### src/rtl/peak_readout_ctrl_pkg.sv
// peak_readout_ctrl_pkg: shared widths, host address map constants, FSM state
// type and the fixed signature bytes for the peak readout controller.
package peak_readout_ctrl_pkg;

  localparam int unsigned PEAKS              = 6;
  localparam int unsigned FREQ_WIDTH         = 8;
  localparam int unsigned AMPL_WIDTH         = 24;
  localparam int unsigned TIME_COUNTER_WIDTH = 32;
  localparam int unsigned FRAME_W = TIME_COUNTER_WIDTH + PEAKS * (FREQ_WIDTH + AMPL_WIDTH);

  localparam logic [7:0] ADDR_LOCK   = 8'hF0;
  localparam logic [7:0] ADDR_CLR    = 8'hF1;
  localparam logic [7:0] ADDR_DROP   = 8'd28;
  localparam logic [7:0] ADDR_STATUS = 8'd29;
  localparam logic [7:0] ADDR_SEQ    = 8'd30;
  localparam logic [7:0] ADDR_CONST0 = 8'd248;

  typedef enum logic [1:0] {
    ST_IDLE,
    ST_SWAP,
    ST_LOCKED,
    ST_LOCKED_PEND
  } state_e;

  // Signature bytes at the top of the address map.
  function automatic logic [7:0] const_byte(input logic [2:0] idx);
    logic [7:0] b;
    case (idx)
      3'd0:    b = 8'd42;
      3'd1:    b = 8'd53;
      3'd2:    b = 8'd84;
      3'd3:    b = 8'd71;
      3'd4:    b = 8'd7;
      3'd5:    b = 8'd25;
      3'd6:    b = 8'd48;
      default: b = 8'd96;
    endcase
    return b;
  endfunction

endpackage

### src/rtl/peak_readout_ctrl_frame_bank.sv
// peak_frame_bank: one frame-wide storage bank, loaded atomically on we_i.
//   clk, reset : clock and async active-high reset (clears the bank)
//   we_i       : load strobe
//   frame_i    : frame to store
//   frame_o    : stored frame
module peak_frame_bank #(
  parameter int unsigned FRAME_W = peak_readout_ctrl_pkg::FRAME_W
) (
  input  logic               clk,
  input  logic               reset,
  input  logic               we_i,
  input  logic [FRAME_W-1:0] frame_i,
  output logic [FRAME_W-1:0] frame_o
);

  logic [FRAME_W-1:0] frame_q;

  always_ff @(posedge clk or posedge reset) begin
    if (reset) begin
      frame_q <= '0;
    end else if (we_i) begin
      frame_q <= frame_i;
    end
  end

  assign frame_o = frame_q;

endmodule

### src/rtl/peak_readout_ctrl.sv
// peak_readout_ctrl: double-buffered peak frame store with a host byte-read
// port. Frames land in the back bank; the front bank is shown to the host and
// can be frozen (locked) while new frames keep arriving.
//   clk, reset          : clock, async active-high reset
//   peaks_valid         : one-cycle strobe, new frame on counter_in/freqs_in/ampls_in
//   chipselect, write   : host select / write strobe
//   address, writedata  : host byte address / write data
//   readdata            : registered host read data (1-cycle latency)
module peak_readout_ctrl #(
  parameter int unsigned PEAKS              = peak_readout_ctrl_pkg::PEAKS,
  parameter int unsigned FREQ_WIDTH         = peak_readout_ctrl_pkg::FREQ_WIDTH,
  parameter int unsigned AMPL_WIDTH         = peak_readout_ctrl_pkg::AMPL_WIDTH,
  parameter int unsigned TIME_COUNTER_WIDTH = peak_readout_ctrl_pkg::TIME_COUNTER_WIDTH
) (
  input  logic                          clk,
  input  logic                          reset,
  input  logic                          peaks_valid,
  input  logic [TIME_COUNTER_WIDTH-1:0] counter_in,
  input  logic [PEAKS*FREQ_WIDTH-1:0]   freqs_in,
  input  logic [PEAKS*AMPL_WIDTH-1:0]   ampls_in,
  input  logic                          chipselect,
  input  logic                          write,
  input  logic [7:0]                    address,
  input  logic [7:0]                    writedata,
  output logic [7:0]                    readdata
);

  import peak_readout_ctrl_pkg::*;

  localparam int unsigned FRAME_BITS = TIME_COUNTER_WIDTH + PEAKS * (FREQ_WIDTH + AMPL_WIDTH);
  localparam int unsigned CNT_BYTES  = (TIME_COUNTER_WIDTH + 7) / 8;
  localparam int unsigned AMPL_BYTES = (AMPL_WIDTH + 7) / 8;
  localparam int unsigned FREQ_BASE  = CNT_BYTES;
  localparam int unsigned AMPL_BASE  = FREQ_BASE + PEAKS;

  state_e     state_q;
  logic       front_sel_q;
  logic       front_sel_d;
  logic       lock_req_q;
  logic [7:0] drop_q;
  logic [7:0] seq_q;

  logic [FRAME_BITS-1:0]         frame_in_c;
  logic [FRAME_BITS-1:0]         bank0_c, bank1_c, front_c;
  logic [TIME_COUNTER_WIDTH-1:0] front_cnt_c;
  logic [PEAKS*FREQ_WIDTH-1:0]   front_freqs_c;
  logic [PEAKS*AMPL_WIDTH-1:0]   front_ampls_c;
  logic                          swap_exit_c;
  logic                          drop_inc_c;
  logic                          host_wr_c;
  logic [7:0]                    map_c;
  logic                          unused_wdata_c;

  assign frame_in_c = {counter_in, freqs_in, ampls_in};
  assign host_wr_c  = chipselect & write;
  assign unused_wdata_c = ^writedata[7:1];

  // SWAP is left on every edge except "valid without lock", which re-enters SWAP.
  assign swap_exit_c = (state_q == ST_SWAP) && !(peaks_valid && !lock_req_q);
  assign front_sel_d = front_sel_q ^ swap_exit_c;
  assign drop_inc_c  = peaks_valid && (state_q == ST_SWAP || state_q == ST_LOCKED_PEND);

  // A captured frame always goes to the bank that is the back after this edge.
  peak_frame_bank #(.FRAME_W(FRAME_BITS)) u_bank0 (
    .clk     (clk),
    .reset   (reset),
    .we_i    (peaks_valid && front_sel_d),
    .frame_i (frame_in_c),
    .frame_o (bank0_c)
  );

  peak_frame_bank #(.FRAME_W(FRAME_BITS)) u_bank1 (
    .clk     (clk),
    .reset   (reset),
    .we_i    (peaks_valid && !front_sel_d),
    .frame_i (frame_in_c),
    .frame_o (bank1_c)
  );

  assign front_c       = front_sel_q ? bank1_c : bank0_c;
  assign front_cnt_c   = front_c[FRAME_BITS-1 -: TIME_COUNTER_WIDTH];
  assign front_freqs_c = front_c[PEAKS*(FREQ_WIDTH+AMPL_WIDTH)-1 -: PEAKS*FREQ_WIDTH];
  assign front_ampls_c = front_c[PEAKS*AMPL_WIDTH-1:0];

  // Host byte map of the front bank; multi-byte fields MSB first.
  always_comb begin
    map_c = 8'h00;
    for (int unsigned i = 0; i < CNT_BYTES; i++) begin
      if (address == 8'(i)) map_c = 8'(front_cnt_c >> (8 * (CNT_BYTES - 1 - i)));
    end
    for (int unsigned p = 0; p < PEAKS; p++) begin
      if (address == 8'(FREQ_BASE + p)) map_c = 8'(front_freqs_c[p*FREQ_WIDTH +: FREQ_WIDTH]);
      for (int unsigned b = 0; b < AMPL_BYTES; b++) begin
        if (address == 8'(AMPL_BASE + p * AMPL_BYTES + b))
          map_c = 8'(front_ampls_c[p*AMPL_WIDTH +: AMPL_WIDTH] >> (8 * (AMPL_BYTES - 1 - b)));
      end
    end
    if (address == ADDR_DROP)   map_c = drop_q;
    if (address == ADDR_STATUS) map_c = {6'b0, (state_q == ST_LOCKED || state_q == ST_LOCKED_PEND),
                                         (state_q == ST_LOCKED_PEND)};
    if (address == ADDR_SEQ)    map_c = seq_q;
    if (address >= ADDR_CONST0) map_c = const_byte(address[2:0]);
  end

  // Control FSM plus host-visible registers.
  always_ff @(posedge clk or posedge reset) begin
    if (reset) begin
      state_q     <= ST_IDLE;
      front_sel_q <= 1'b0;
      lock_req_q  <= 1'b0;
      drop_q      <= 8'h00;
      seq_q       <= 8'h00;
      readdata    <= 8'h00;
    end else begin
      front_sel_q <= front_sel_d;
      if (swap_exit_c) seq_q <= seq_q + 8'd1;
      if (host_wr_c && address == ADDR_LOCK) lock_req_q <= writedata[0];
      // Clear wins over a same-cycle increment.
      if (host_wr_c && address == ADDR_CLR) drop_q <= 8'h00;
      else if (drop_inc_c && drop_q != 8'hFF) drop_q <= drop_q + 8'd1;
      if (chipselect) readdata <= map_c;

      case (state_q)
        ST_IDLE: begin
          if (peaks_valid && lock_req_q) state_q <= ST_LOCKED_PEND;
          else if (peaks_valid)          state_q <= ST_SWAP;
          else if (lock_req_q)           state_q <= ST_LOCKED;
        end
        ST_SWAP: begin
          if (lock_req_q) state_q <= peaks_valid ? ST_LOCKED_PEND : ST_LOCKED;
          else            state_q <= peaks_valid ? ST_SWAP : ST_IDLE;
        end
        ST_LOCKED: begin
          if (peaks_valid)     state_q <= lock_req_q ? ST_LOCKED_PEND : ST_SWAP;
          else if (!lock_req_q) state_q <= ST_IDLE;
        end
        ST_LOCKED_PEND: begin
          if (!lock_req_q) state_q <= ST_SWAP;
        end
        default: state_q <= ST_IDLE;
      endcase
    end
  end

endmodule
### config.mk
export PLATFORM = sky130hd
export DESIGN_NAME = peak_readout_ctrl
export DESIGN_NICKNAME = d
export VERILOG_FILES = /design/src/rtl/peak_readout_ctrl_pkg.sv /design/src/rtl/peak_readout_ctrl_frame_bank.sv /design/src/rtl/peak_readout_ctrl.sv
export SDC_FILE = /design/constraint.sdc
export NUM_CORES = 1
export LEC_CHECK = 0
export ABC_CLOCK_PERIOD_IN_PS = 41400
export CAP_MARGIN = 0
export CORE_UTILIZATION = 50
export CTS_BUF_LIST = sky130_fd_sc_hd__clkbuf_8 sky130_fd_sc_hd__clkbuf_16
export DETAILED_ROUTE_END_ITERATION = 10
export PLACE_DENSITY = 0.72
export SKIP_LAST_GASP = 1
export SLEW_MARGIN = 20
export SYNTH_ARGS = -nofsm -noshare
export SYNTH_HDL_FRONTEND = slang
export SYNTH_SLANG_ARGS = --single-unit
### constraint.sdc
create_clock -name clk -period 41.4 [get_ports clk]
set_clock_uncertainty 0.05 [all_clocks]
set_input_delay 4.14 -clock clk [delete_from_list [all_inputs] [get_ports clk]]
set_output_delay 4.14 -clock clk [all_outputs]
set_load 0.01 [all_outputs]
# Yosys cells after proc, flatten, opt, wreduce, memory -nomap -nowiden
# Cells that the tools add are included.
dict set report word_totals {
  register_bits 476
  in_bits 245
  output_inout_bits 8
  wordCells 124
}
dict set report classes {
  addsub 2
  order_cmp 1
  n_eq_ne 45
  mux 47
  n_bitwise 2
  reduce_logical 19
}
# op n
set ops {}
lappend ops {{$mux W8} 34}
lappend ops {{$mux W224} 1}
lappend ops {{$eq A8 B5 Y1 const B} 15}
lappend ops {{$eq A8 B4 Y1 const B} 8}
lappend ops {{$pmux W7 S7} 1}
lappend ops {{$eq A8 B3 Y1 const B} 4}
lappend ops {{$add A8 B1 Y8 const B} 2}
lappend ops {{$eq A8 B2 Y1 const B} 2}
lappend ops {{$eq A8 B8 Y1 const B} 2}
lappend ops {{$mux W2} 8}
lappend ops {{$eq A3 B3 Y1 const B} 3}
lappend ops {{$logic_and A1 B1 Y1} 9}
lappend ops {{$eq A8 B1 Y1 const B} 1}
lappend ops {{$ge A8 B8 Y1 const B} 1}
lappend ops {{$logic_not A8 Y1} 1}
lappend ops {{$ne A8 B8 Y1 const B} 1}
lappend ops {{$pmux W2 S4} 1}
lappend ops {{$eq A3 B2 Y1 const B} 2}
lappend ops {{$eq A2 B2 Y1 const B} 2}
lappend ops {{$ne A4 B4 Y1 const B} 1}
lappend ops {{$eq A3 B1 Y1 const B} 1}
lappend ops {{$logic_not A1 Y1} 3}
lappend ops {{$logic_not A3 Y1} 1}
lappend ops {{$ne A3 B3 Y1 const B} 1}
lappend ops {{9 further kinds} 11}

# Depth between registers and ports, before layout
# Gate-level depths: netlist (run 1).
dict set report logic_depth {
  ltp_word 33
  mapped_depth 11
  ltp_nobuf 7
}

# Hierarchy
# Synthesis (run 1) repeated with hierarchy kept, for this count alone.
dict set report hier_totals {
  cells_unflattened 1801
  area_unflattened_um2 24701.2
}
# module n_inst cells_per_inst area_each_um2 seq_area_each_um2
set modules_own_cells {}
lappend modules_own_cells {peak_frame_bank 2 474 8976.1 5605.4}
lappend modules_own_cells {peak_readout_ctrl 1 853 6749.0 700.7}

# Least setup slack after synthesis (run 1)
# Ideal clock, no wire load.
dict set report synth_path {
  path_kind {input-to-reg}
  startpoint {input peaks_valid}
  endpoint {register u_bank0.frame_q[40] (netlist: u_bank0.frame_o[40])}
  setup_ps 125
  arrival_time_ps 5966
  required_ps 41225
  setup_slack_ps 35259
  path_stages 7
  n_path_buf 2
  path_cell_list {nor2b_1 -> nor3b_2 -> xor2_1 -> nand2_1 -> clkbuf_1 -> clkbuf_1 -> mux2_2}
}
dict set report synth_via {
  elab_chain_len 5
}
# element line
set synth_lines {}
lappend synth_lines {{start, declared} peak_readout_ctrl.sv:17} ;# input logic peaks_valid,
lappend synth_lines {{$logic_and A1 B1 Y1} peak_readout_ctrl.sv:59} ;# assign swap_exit_c = (state_q == ST_SWAP) && !(peaks_valid && !lock_req_q);
lappend synth_lines {{$logic_not A1 Y1} peak_readout_ctrl.sv:59}
lappend synth_lines {{$logic_and A1 B1 Y1} peak_readout_ctrl.sv:59}
lappend synth_lines {{$xor A1 B1 Y1} peak_readout_ctrl.sv:60} ;# assign front_sel_d = front_sel_q ^ swap_exit_c;
lappend synth_lines {{named net front_sel_d} peak_readout_ctrl.sv:38} ;# logic front_sel_d;
lappend synth_lines {{$logic_and A1 B1 Y1} peak_readout_ctrl.sv:67} ;# .we_i (peaks_valid && front_sel_d),
lappend synth_lines {{end signal, assigned} peak_readout_ctrl_frame_bank.sv:22} ;# frame_q <= frame_i;
lappend synth_lines {{end, declared} peak_readout_ctrl_frame_bank.sv:16} ;# logic [FRAME_W-1:0] frame_q;
# The timed path passes the listed nets, and every way through them passes these cells.
# A chain may end at the register's enable or synchronous reset.

# Final worst setup path (run 1)
dict set report layout_path {
  startpoint {input peaks_valid}
  endpoint {register u_bank0.frame_q[146] (netlist: u_bank0.frame_o[146])}
}
# The elaborated chain is that of the path after synthesis.

==> metrics.md, run 1 <==
| Metric | Value |
|---|---|
| Outcome | `finished, final reports clean` |
| Site Rows | `between 70 and 80` |
| Area Growth Syn to Fin | `19.4%` |
| Synthesis Warnings | `0` |
| DR iter-0 viols | `between 1000 and 1500` |
| Final cell count without fillers | `~2700` |
| Via count | `16200` |
| Global-route usage over all layers | `between 20% and 30%` |
| Post-CTS Setup Bufs | `0` |
| Lkg Pwr | `between 10 and 15 nW` |
| Setup Viol. Count Final | `0` |
| Post-synthesis register bit count | `476` |
| Initial antenna violation count | `5` |
| Fin crit period | `approximately 7.7 ns` |
| Die Ht | `about 220 um` |
| Mapped Cells | `approximately 1800` |
| Mapped Area | `0.0232 mm2` |
| Achievable Freq | `130 MHz` |
| Max VDD drop | `approximately 0.043 mV` |
| Seq/Total Area, Yosys | `51.3%` |
| Core Box Area | `between 0.04 and 0.05 mm2` |
| Clock root cell | `clkbuf_16` |
| Setup TNS | `0 ns` |
| RSZ-0062 raised after global routing | `no` |
| Number of global-route vias before repair | `around 17000` |
| First-pass GRT wire length | `101000 um` |
| I/O Buffers | `between 200 and 250` |
| Hold WC Path Type | `reg -> reg` |
| Layout cells sized above 1 | `between 30% and 40%` |
| Total die area | `approximately 0.047 mm2` |
| Die width | `approximately 220 um` |
| Cell total after placement | `around 2600` |
| CP bufs+invs | `3` |
| Number of I/O pins | `253` |
| Count of cell types in the netlist | `just under 80` |
| Deepest level of the CTS H-tree | `2` |
| Wire per inst | `24.9 um` |
| Clk buf depth | `3` |
| Post-CTS resize count | `0` |
| Final WL | `between 60000 and 70000 um` |
| Worst-Margin Slew | `1.09 ns` |
| CTS tree | `built` |
| Main synth FF type | `dfrtp_1` |
| Final Hold Fails | `0` |
| Pin count of the biggest net entering global routing | `170` |
| Worst endpoint required time | `around 42 ns` |
| Slew Viols, Final | `0` |
| Crit start category | `input pin` |
| DRC | `0` |
| Initial core utilization | `roughly 50%` |
| FFs w/ async S/R, synth | `100%` |
| Worst setup path category | `in -> reg` |
| Pre-antenna DRT Iters | `5` |
| Fin nets | `roughly 2300` |
| Post-DRT Antenna Nets | `0` |
| Max_cap viols | `0` |
| Slowest stage cell, crit path | `buf_4` |
| Worst path cell trace | `clkdlybuf4s50_1, nor2b_1, nor3b_2, xor2_1, nand2_4, buf_4, buf_4, mux2_2` |
| Worst path max stage delay | `between 0.8 and 0.9 ns` |
| Final total power | `approximately 2 mW` |
| PD cells | `just over 70 mW/mm2` |
| GRT overflow | `0` |
| DR vias/cell | `6.08` |
| Final RePlAce weighted congestion | `approximately 0.91` |
| Most frequent CP cell | `buf_4` |
| Post-synth EDFFs | `0` |
| Clk slew on worst S/H paths | `about 0.060 ns` |
| Arr. time, crit path | `around 8.1 ns` |
| Delay-heaviest family, CP | `buffers and inverters` |
| Avg Inst Size Synth | `12.8 um2` |
| Hold_buf cts | `0` |
| # clock sinks | `approximately 480` |
| Final worst-path cycle share | `18.5%` |
| Cts bufs inserted | `50` |
| Clock Latency Late Sink | `0.60 ns` |
| Syn_nets | `between 2000 and 2500` |
| Slew HR | `between 20% and 30%` |
| Critical Path Fanout Max | `70` |
| Worst setup EP type | `flip-flop` |
| DP Wirelength | `47000 um` |
-- cell usage after synthesis, types with 4 or more instances --
cell	number	area (um2)
a211o_1	4	35.0
a211oi_1	22	165
a21o_1	7	52.6
a21oi_1	74	370
a221oi_1	5	43.8
a22oi_1	4	30.0
a31oi_1	9	56.3
buf_1	10	37.5
buf_2	60	300
buf_4	9	67.6
clkbuf_1	39	146
dfrtp_1	476	11900
inv_1	7	26.3
mux2_2	505	5690
mux2i_1	153	1530
mux4_2	6	135
nand2_1	42	158
nand2b_1	7	43.8
nand3_1	35	175
nand3b_1	4	30.0
nand4_1	6	37.5
nor2_1	51	191
nor2b_1	16	100
nor3_1	18	90.1
nor3_2	6	60.1
nor4_1	11	68.8
o2111ai_1	4	35.0
o211ai_1	20	150
o21ai_0	76	380
o21ai_1	4	20.0
o221ai_1	10	87.6
o22ai_1	14	87.6
o2bb2ai_1	4	35.0
o31ai_1	5	37.5
xnor2_1	11	96.3
xor2_1	7	61.3
-- power by group --
group / switching (mW) / total [mW] / leakage [nW] / internal [mW]
clock network: 0.186 / 0.440 / 0.869 / 0.253
logic: 0.329 / 0.700 / 5.08 / 0.371
registers: 0.123 / 0.820 / 5.60 / 0.698
total: 0.638 / 1.96 / 11.5 / 1.32
-- flip-flops by register name, summed over array words and instances, names as in the netlist --
signal,cells
drop_q,8
front_sel_q,1
lock_req_q,1
readdata,8
seq_q,8
state_q,2
u_bank0.frame_o,224
u_bank1.frame_o,224
-- layout make-up --
type | count | area [um2]
inverters | 7 | 33.8
clock buffers | 61 | 1410
flip-flops and latches | 476 | 11900
well taps | 600 | 751
clock inverters | 32 | 201
fillers | 3658 | 17800
repair buffers | 272 | 2660
multi-input cells | 1212 | 10800
diodes | 4 | 10.0
-- metal layers --
| metal | part of all wire (%) | up-vias | global-route usage, % | routed length [um] |
|---|---|---|---|---|
| li1 | - | 7175 | - | - |
| met4 | 2.9 | 6 | 9.23 | 1900 |
| met5 | 0.051 | - | 0 | 34 |
| met3 | 6.7 | 126 | 4.80 | 4480 |
| met1 | 43 | 8323 | 38.8 | 28500 |
| met2 | 47 | 578 | 45.6 | 31600 |
-- worst paths after layout --
path	end	start	cells past startpoint	slack, ns
max in group asynchronous	drop_q[3]$_DFFE_PP0P_	reset	4	34.95
max	u_bank0.frame_o[146]$_DFFE_PP0P_	peaks_valid	8	33.73
max reg2reg	readdata[0]$_DFFE_PP0P_	front_sel_q$_DFF_PP0_	8	36.87
min in group asynchronous	u_bank1.frame_o[130]$_DFFE_PP0P_	reset	2	4.06
min	state_q[1]$_DFFE_PP0P_	lock_req_q$_DFFE_PP0P_	0	0.36
min reg2reg	state_q[1]$_DFFE_PP0P_	lock_req_q$_DFFE_PP0P_	0	0.36
-- stage by stage --
stage	instance area, um2	hold WS [ns]	utilization [%]	setup slack, ns
6_report	27700	0.359	60.9	33.73
5_1_grt	27700	0.374	60.8	33.49
4_1_cts	27700	0.361	60.8	33.74
3_5_place_dp	26100	0.348	57.3	33.13
3_3_place_gp	26100	0.334	57.3	33.16
2_1_floorplan	23200	0.396	-	23.93
-- cells in the final DEF (no fill, tap or decap), types with 7 or more instances in the layout --
cell type        instances
mux2_2                 505
dfrtp_1                475
clkdlybuf4s50_1        243
mux2i_1                153
o21ai_0                 76
a21oi_1                 74
nor2_1                  51
clkbuf_16               51
nand2_1                 40
nand3_1                 35
buf_4                   26
inv_1                   24
a211oi_1                22
o211ai_1                20
nor3_1                  18
nor2b_1                 16
o22ai_1                 14
xnor2_1                 11
nor4_1                  11
o221ai_1                10
clkbuf_8                10
a31oi_1                  9
clkinv_2                 8
xor2_1                   7
nand2b_1                 7
a21o_1                   7
-- kinds of logic after synthesis --
group	synth area share (%)
and+or+nand+nor	5.60
adders and majority gates	0.108
xor gates and xnor gates	0.679
buffers and inverters	2.54
DFF	51.3
muxes	31.7
AOI/OAI and AO/OA	8.15
Note: power is estimated with default switching activity, not from simulation.
==> run 2, diff against run 1 <==
--- a/config.mk
+++ b/config.mk
@@ -5,7 +5,7 @@
 export SDC_FILE = /design/constraint.sdc
 export NUM_CORES = 1
 export LEC_CHECK = 0
-export ABC_CLOCK_PERIOD_IN_PS = 41400
+export ABC_CLOCK_PERIOD_IN_PS = 7100
 export CAP_MARGIN = 0
 export CORE_UTILIZATION = 50
 export CTS_BUF_LIST = sky130_fd_sc_hd__clkbuf_8 sky130_fd_sc_hd__clkbuf_16
==> constraint.sdc (replaced) <==
create_clock -name clk -period 7.1 [get_ports clk]
set_clock_uncertainty 0.05 [all_clocks]
set_input_delay 0.71 -clock clk [delete_from_list [all_inputs] [get_ports clk]]
set_output_delay 0.71 -clock clk [all_outputs]
set_load 0.01 [all_outputs]
==> run 2 against run 1 <==
Against the previous run: global-route usage grew 0.064 points; clock power grew to 6.0 times the previous value; worst setup slack lost 30 ns; critical endpoint is now readdata[5]$_DFFE_PP0P_; largest cell class unchanged.
==> metrics.md, run 2 (synthesized netlist as in run 1, its figures left out) <==
| Metric | Value |
|---|---|
| Worst path cell trace | `clkdlybuf4s50_1, or4b_1, nor2_1, a21oi_1, a221oi_1, o21ai_0, o22a_1, o21ai_1 (was clkdlybuf4s50_1, nor2b_1, nor3b_2, xor2_1, nand2_4, buf_4, buf_4, mux2_2)` |
| Area taken by flip-flops and latches | `0.0119 mm2 (unchanged)` |
| Number of I/O pins | `253 (unchanged)` |
| Die Ht | `218 um (unchanged)` |
| Share of power burned in registers | `41.3% (was 41.9%)` |
| Final worst-path cycle share | `53.3%` |
| Hold_buf cts | `0 (unchanged)` |
| Crit start category | `input pin (unchanged)` |
| Slew Viols, Final | `0 (unchanged)` |
| Initial antenna violation count | `4 (was 5)` |
| Lkg Pwr | `11.6 nW (was 11.5 nW)` |
| Final total power | `11.5 mW (was 1.96 mW)` |
| Clock Latency Late Sink | `0.60 ns (about the same)` |
| Worst path max stage delay | `1.05 ns (was 0.88 ns)` |
| Slew HR | `27.0% (was 26.9%)` |
| Commonest non-fill, non-tap cell in the layout | `mux2_2 (unchanged)` |
| Clk buf depth | `3 (unchanged)` |
| Clock Power Share | `23.0% (was 22.4%)` |
| First-pass GRT wire length | `101000 um (about the same)` |
| Util after Layout | `61.2% (was 60.9%)` |
| Worst setup path category | `in -> reg (unchanged)` |
| Worst-Margin Slew | `1.09 ns (about the same)` |
| Deepest level of the CTS H-tree | `2 (unchanged)` |
| Site Rows | `78 (unchanged)` |
| Outcome | `finished, final reports clean (unchanged)` |
| Core Box Area | `0.0456 mm2 (unchanged)` |
| Fin Hold WS | `0.351 ns (was 0.359 ns)` |
| Max VDD drop | `0.269 mV (was 0.0434 mV)` |
| Cts bufs inserted | `51 (was 50)` |
| Final Hold Fails | `0 (unchanged)` |
| RSZ-0062 raised after global routing | `no (unchanged)` |
| Switch share | `32.1% (was 32.5%)` |
| Worst endpoint required time | `7.57 ns (was 41.82 ns)` |
| CTS tree | `built (unchanged)` |
| Layout cells sized above 1 | `31.5% (was 31.4%)` |
| Initial core utilization | `51.0% (unchanged)` |
| I/O Buffers | `245 (unchanged)` |
| Slowest stage cell, crit path | `or4b_1 (was buf_4)` |
| CP bufs+invs | `1 (was 3)` |
| DR iter-0 viols | `1761 (was 1393)` |
| Area Growth Syn to Fin | `20.0% (was 19.4%)` |
| Post-DRT Antenna Nets | `0 (unchanged)` |
| Post-CTS resize count | `0 (unchanged)` |
| Fin crit period | `about 3.8 ns` |
| Layout fillers | `3626 (was 3658)` |
| # clock sinks | `476 (unchanged)` |
| Achievable Freq | `264 MHz` |
| Global-route usage over all layers | `28.4% (was 28.3%)` |
| Max_cap viols | `0 (unchanged)` |
| Clk slew on worst S/H paths | `0.06 ns (about the same)` |
| Clock root cell | `clkbuf_16 (unchanged)` |
| Fin nets | `2263 (was 2266)` |
| Area of the multi-input gates | `0.0108 mm2 (about the same)` |
| PD cells | `413 mW/mm2 (was 70.7 mW/mm2)` |
| Final RePlAce weighted congestion | `0.920 (was 0.911)` |
| NetSw | `3.70 mW (was 0.638 mW)` |
| Comb pwr share | `35.6% (was 35.7%)` |
| DR vias/cell | `6.18 (was 6.08)` |
| Hold WC Path Type | `reg -> reg (unchanged)` |
| Pre-antenna DRT Iters | `5 (unchanged)` |
| Arr. time, crit path | `4.25 ns (was 8.10 ns)` |
| Final WL | `66500 um (about the same)` |
| Wire per inst | `25.0 um (was 24.9 um)` |
| Most frequent cells in the layout | `mux2_2, dfrtp_1, clkdlybuf4s50_1 (unchanged)` |
| R2r setup slk | `3.81 ns (was 36.87 ns)` |
| Internal power | `7.82 mW (was 1.32 mW)` |
| Number of global-route vias before repair | `16700 (was 17000)` |
| Total die area | `0.0473 mm2 (unchanged)` |
| DRC | `0 (unchanged)` |
| Pin count of the biggest net entering global routing | `174 (was 170)` |
| Die width | `218 um (unchanged)` |
| Setup TNS | `0 ns (unchanged)` |
| Worst setup EP type | `flip-flop (unchanged)` |
| Critical Path Fanout Max | `20 (was 70)` |
| Setup Viol. Count Final | `0 (unchanged)` |
| Post-CTS Setup Bufs | `0 (unchanged)` |
| Via count | `16400 (was 16200)` |
| DP Wirelength | `47100 um (was 47000 um)` |
| Delay-heaviest family, CP | `simple AND/OR/NAND/NOR gates (was buffers and inverters)` |
| GRT overflow | `0 (unchanged)` |
## run 2: cell types whose count changed in the layout (fill, tap and decap cells not counted), sizes merged
cell      delta
buf          -4
bufinv       +1
clkbuf       +2
clkinv       -1
clkinvlp     +3
diode        -1
inv          -8
## run 2: worst paths after layout
| kind | to | from | cells past startpoint |
|---|---|---|---|
| max | readdata[5]$_DFFE_PP0P_ | address[5] | 8 |
| max reg2reg | readdata[7]$_DFFE_PP0P_ | front_sel_q$_DFF_PP0_ | 8 |
| max in group asynchronous | u_bank0.frame_o[163]$_DFFE_PP0P_ | reset | 4 |
| min | state_q[1]$_DFFE_PP0P_ | lock_req_q$_DFFE_PP0P_ | 0 |
| min reg2reg | state_q[1]$_DFFE_PP0P_ | lock_req_q$_DFFE_PP0P_ | 0 |
| min in group asynchronous | u_bank0.frame_o[141]$_DFFE_PP0P_ | reset | 2 |
## run 2: power by group through the flow
stage	Sequential (mW)	Combinational, mW	Clock [mW]
after floorplan	4.58	3.03	0
after global placement	4.69	4.01	0
after detailed placement	4.80	4.10	0
after CTS	4.76	4.12	2.69
after global routing	4.93	4.34	2.81
final	4.76	4.10	2.65
## run 2: stage by stage
stage	area [um2]	setup WS, ns	std cells
finish	27900	3.32	2656
CTS	27800	3.45	2652
floorplan	23200	-0.109	1814
global placement	26200	2.86	2562
detailed placement	26200	2.82	2562
global route	27900	3.13	2656
## run 2: worst register-to-register path, stage by stage, from the launching register on
cell and delay [ns]:
dfrtp_4 0.62, buf_4 0.77, mux2i_1 0.20, o22ai_1 0.35
o21ai_0 0.17, a31oi_1 0.27, o21ai_0 0.24, a31o_2 0.35
a22oi_1 0.20
## run 2: final cells by class
type / instances / share of cell area, %
antenna: 3 / 0.0269
clock buffer: 63 / 5.25
clock inverter: 27 / 0.772
inverter: 7 / 0.108
multi-input combinational: 1212 / 38.6
sequential: 476 / 42.7
tap: 600 / 2.69
timing repair buffer: 268 / 9.83
## run 2: per-layer routing
layer  global-route usage, %  part of all wire (%)  up-vias
met3                    3.97                   6.2      140
met5                       0                     0        -
met1                    39.4                    43     8459
met4                    8.90                   2.7        0
met2                    46.0                    48      621
li1                        -                     -     7186
==> run 3, diff against run 2 <==
--- a/config.mk
+++ b/config.mk
@@ -5,7 +5,7 @@
 export SDC_FILE = /design/constraint.sdc
 export NUM_CORES = 1
 export LEC_CHECK = 0
-export ABC_CLOCK_PERIOD_IN_PS = 7100
+export ABC_CLOCK_PERIOD_IN_PS = 3700
 export CAP_MARGIN = 0
 export CORE_UTILIZATION = 50
 export CTS_BUF_LIST = sky130_fd_sc_hd__clkbuf_8 sky130_fd_sc_hd__clkbuf_16
==> constraint.sdc (replaced) <==
create_clock -name clk -period 3.7 [get_ports clk]
set_clock_uncertainty 0.05 [all_clocks]
set_input_delay 0.37 -clock clk [delete_from_list [all_inputs] [get_ports clk]]
set_output_delay 0.37 -clock clk [all_outputs]
set_load 0.01 [all_outputs]
==> run 3 against run 2 <==
Against the previous run: register-to-register slack lost 3.0 ns; clock-buffer cell count did not move; cell count is 2.6% higher; critical path depth rose by 2; sequential power is 93% higher; flip-flop and latch count unchanged; global-route usage increased by 0.69 points; largest cell class unchanged.
==> metrics.md, run 3 (synthesized netlist as in run 1, its figures left out) <==
| Metric | Value |
|---|---|
| Pin count of the biggest net entering global routing | `160 (was 174)` |
| Post-CTS resize count | `0 (unchanged)` |
| Setup Viol. Count Final | `0 (unchanged)` |
| Total die area | `0.0473 mm2 (unchanged)` |
| NetSw | `7.45 mW (was 3.70 mW)` |
| Max_cap viols | `0 (unchanged)` |
| Final WL | `68200 um (was 66500 um)` |
| Final total power | `22.8 mW (was 11.5 mW)` |
| Commonest non-fill, non-tap cell in the layout | `mux2_2 (unchanged)` |
| Site Rows | `78 (unchanged)` |
| DRC | `0 (unchanged)` |
| Slowest stage cell, crit path | `dfrtp_4 (was or4b_1)` |
| Deepest level of the CTS H-tree | `2 (unchanged)` |
| Cts bufs inserted | `51 (unchanged)` |
| Share of power burned in registers | `40.2% (was 41.3%)` |
| Core Box Area | `0.0456 mm2 (unchanged)` |
| Hold WC Path Type | `in -> async (was reg -> reg)` |
| Cell total after placement | `2633 (was 2562)` |
| Final RePlAce weighted congestion | `0.953 (was 0.920)` |
| DR iter-0 viols | `1464 (was 1761)` |
| Worst path max stage delay | `0.69 ns (was 1.05 ns)` |
| Layout fillers | `3565 (was 3626)` |
| Max VDD drop | `0.514 mV (was 0.269 mV)` |
| Layout cells sized above 1 | `33.7% (was 31.5%)` |
| Area of the multi-input gates | `0.0108 mm2 (about the same)` |
| Critical Path Fanout Max | `19 (was 20)` |
| Clock root cell | `clkbuf_16 (unchanged)` |
| I/O Buffers | `245 (unchanged)` |
| Setup TNS | `0 ns (unchanged)` |
| DP Wirelength | `50700 um (was 47100 um)` |
| Lkg Pwr | `12.0 nW (was 11.6 nW)` |
| DR vias/cell | `6.03 (was 6.18)` |
| Worst setup EP type | `flip-flop (unchanged)` |
| Final instance area | `0.0285 mm2 (was 0.0279 mm2)` |
| First-pass GRT wire length | `104000 um (was 101000 um)` |
| Clk buf depth | `3 (unchanged)` |
| Clock Latency Late Sink | `0.58 ns (was 0.60 ns)` |
| Initial antenna violation count | `3 (was 4)` |
| Most frequent CP cell | `buf_12` |
| Achievable Freq | `~340 MHz` |
| Clk slew on worst S/H paths | `0.06 ns (about the same)` |
| Worst path cell trace | `buf_12, buf_12, buf_12, mux2i_1, nor3_1, nor2_1, a221oi_1, a21oi_1, o22a_1, o21ai_1 (was clkdlybuf4s50_1, or4b_1, nor2_1, a21oi_1, a221oi_1, o21ai_0, o22a_1, o21ai_1)` |
| Worst setup path category | `reg -> reg (was in -> reg)` |
| Hold_buf cts | `0 (unchanged)` |
| Clock Power Share | `23.0% (about the same)` |
| Area Growth Syn to Fin | `22.8% (was 20.0%)` |
| Internal power | `15.4 mW (was 7.82 mW)` |
| GRT overflow | `0 (unchanged)` |
| Die width | `218 um (unchanged)` |
| CTS tree | `built (unchanged)` |
| Slew Viols, Final | `0 (unchanged)` |
| Final Hold Fails | `0 (unchanged)` |
| Global-route usage over all layers | `29.1% (was 28.4%)` |
| Dpl ws | `0.290 ns (was 2.82 ns)` |
| Initial core utilization | `51.0% (unchanged)` |
| Via count | `16400 (about the same)` |
| Util after Layout | `62.6% (was 61.2%)` |
| Most frequent cells in the layout | `mux2_2, dfrtp_1, clkdlybuf4s50_1 (unchanged)` |
| Final worst-path cycle share | `79.3%` |
| Worst-Margin Slew | `0.986 ns (was 1.09 ns)` |
| Fin Hold WS | `0.0767 ns (was 0.351 ns)` |
| Number of I/O pins | `253 (unchanged)` |
| Switch share | `32.6% (was 32.1%)` |
| Slew HR | `34.3% (was 27.0%)` |
| Pre-antenna DRT Iters | `6 (was 5)` |
| Post-CTS Setup Bufs | `0 (unchanged)` |
| Outcome | `finished, final reports clean (unchanged)` |
| Number of global-route vias before repair | `16900 (was 16700)` |
| Fin nets | `2333 (was 2263)` |
| RSZ-0062 raised after global routing | `no (unchanged)` |
| Arr. time, crit path | `3.39 ns (was 4.25 ns)` |
| Placed Area | `0.0268 mm2 (was 0.0262 mm2)` |
| PD cells | `801 mW/mm2 (was 413 mW/mm2)` |
| Wire per inst | `25.0 um (about the same)` |
| Comb pwr share | `36.9% (was 35.6%)` |
| # clock sinks | `476 (unchanged)` |
| R2R Path Start | `front_sel_q$_DFF_PP0_ (unchanged)` |
| Post-DRT Antenna Nets | `0 (unchanged)` |
| Fin crit period | `2.93 ns` |
| Setup slack after layout | `0.766 ns (was 3.32 ns)` |
| Crit start category | `flip-flop (was input pin)` |
| Critical path startpoint | `front_sel_q$_DFF_PP0_ (was address[5])` |
| Area taken by flip-flops and latches | `0.0119 mm2 (unchanged)` |
| Final cell count without fillers | `2726 (was 2656)` |
| Worst endpoint required time | `4.15 ns (was 7.57 ns)` |
| Die Ht | `218 um (unchanged)` |
==> run 3: cell count changes in the layout (fill, tap and decap cells not counted), moves of 2 or more <==
cell / previous run / this run
buf_12: 10 / 16
bufinv_16: 3 / 6
buf_4: 13 / 77
clkbuf_16: 53 / 51
clkbuf_8: 10 / 12
clkinv_2: 7 / 5
==> run 3: layout make-up <==
class                   instances  area share (%)
flip-flops and latches        476            41.8
multi-input cells            1212            37.7
repair buffers                338            11.7
clock buffers                  63            5.05
well taps                     600            2.63
clock inverters                28            1.02
inverters                       7           0.105
diodes                          2          0.0175
==> run 3: final timing paths <==
| check | endpoint | slack [ns] | cells after the start |
|---|---|---|---|
| max | readdata[2]$_DFFE_PP0P_ | 0.77 | 10 |
| min reg2reg | state_q[1]$_DFFE_PP0P_ | 0.36 | 0 |
| min | u_bank1.frame_o[124]$_DFFE_PP0P_ | 0.08 | 2 |
| max in group asynchronous | u_bank1.frame_o[65]$_DFFE_PP0P_ | 2.32 | 3 |
| max reg2reg | readdata[2]$_DFFE_PP0P_ | 0.77 | 10 |
| min in group clk | state_q[1]$_DFFE_PP0P_ | 0.36 | 0 |
==> run 3: worst max-delay path, delay by kind of cell, from the launching register on <==
| family | cells | cell delay, ns |
|---|---|---|
| compound gates | 4 | 1.13 |
| buf+inv | 3 | 0.62 |
| flops | 1 | 0.69 |
| mux | 1 | 0.12 |
| simple gates | 2 | 0.24 |
==> run 3: metal layers <==
layer | vias up | global-route usage (%) | wire length [um]
li1 | 7295 | - | -
met1 | 8467 | 40.6 | 30100
met2 | 559 | 47.1 | 32600
met3 | 107 | 4.11 | 3840
met4 | 0 | 8.36 | 1670
met5 | - | 0 | 0
==> run 3: power by group through the flow <==
stage | Sequential, mW | Combinational [mW] | Clock (mW)
floorplan | 8.78 | 5.81 | 0
global placement | 9.03 | 8.18 | 0
detailed placement | 9.24 | 8.38 | 0
CTS | 9.16 | 8.44 | 5.33
global route | 9.49 | 8.88 | 5.55
finish | 9.18 | 8.42 | 5.24
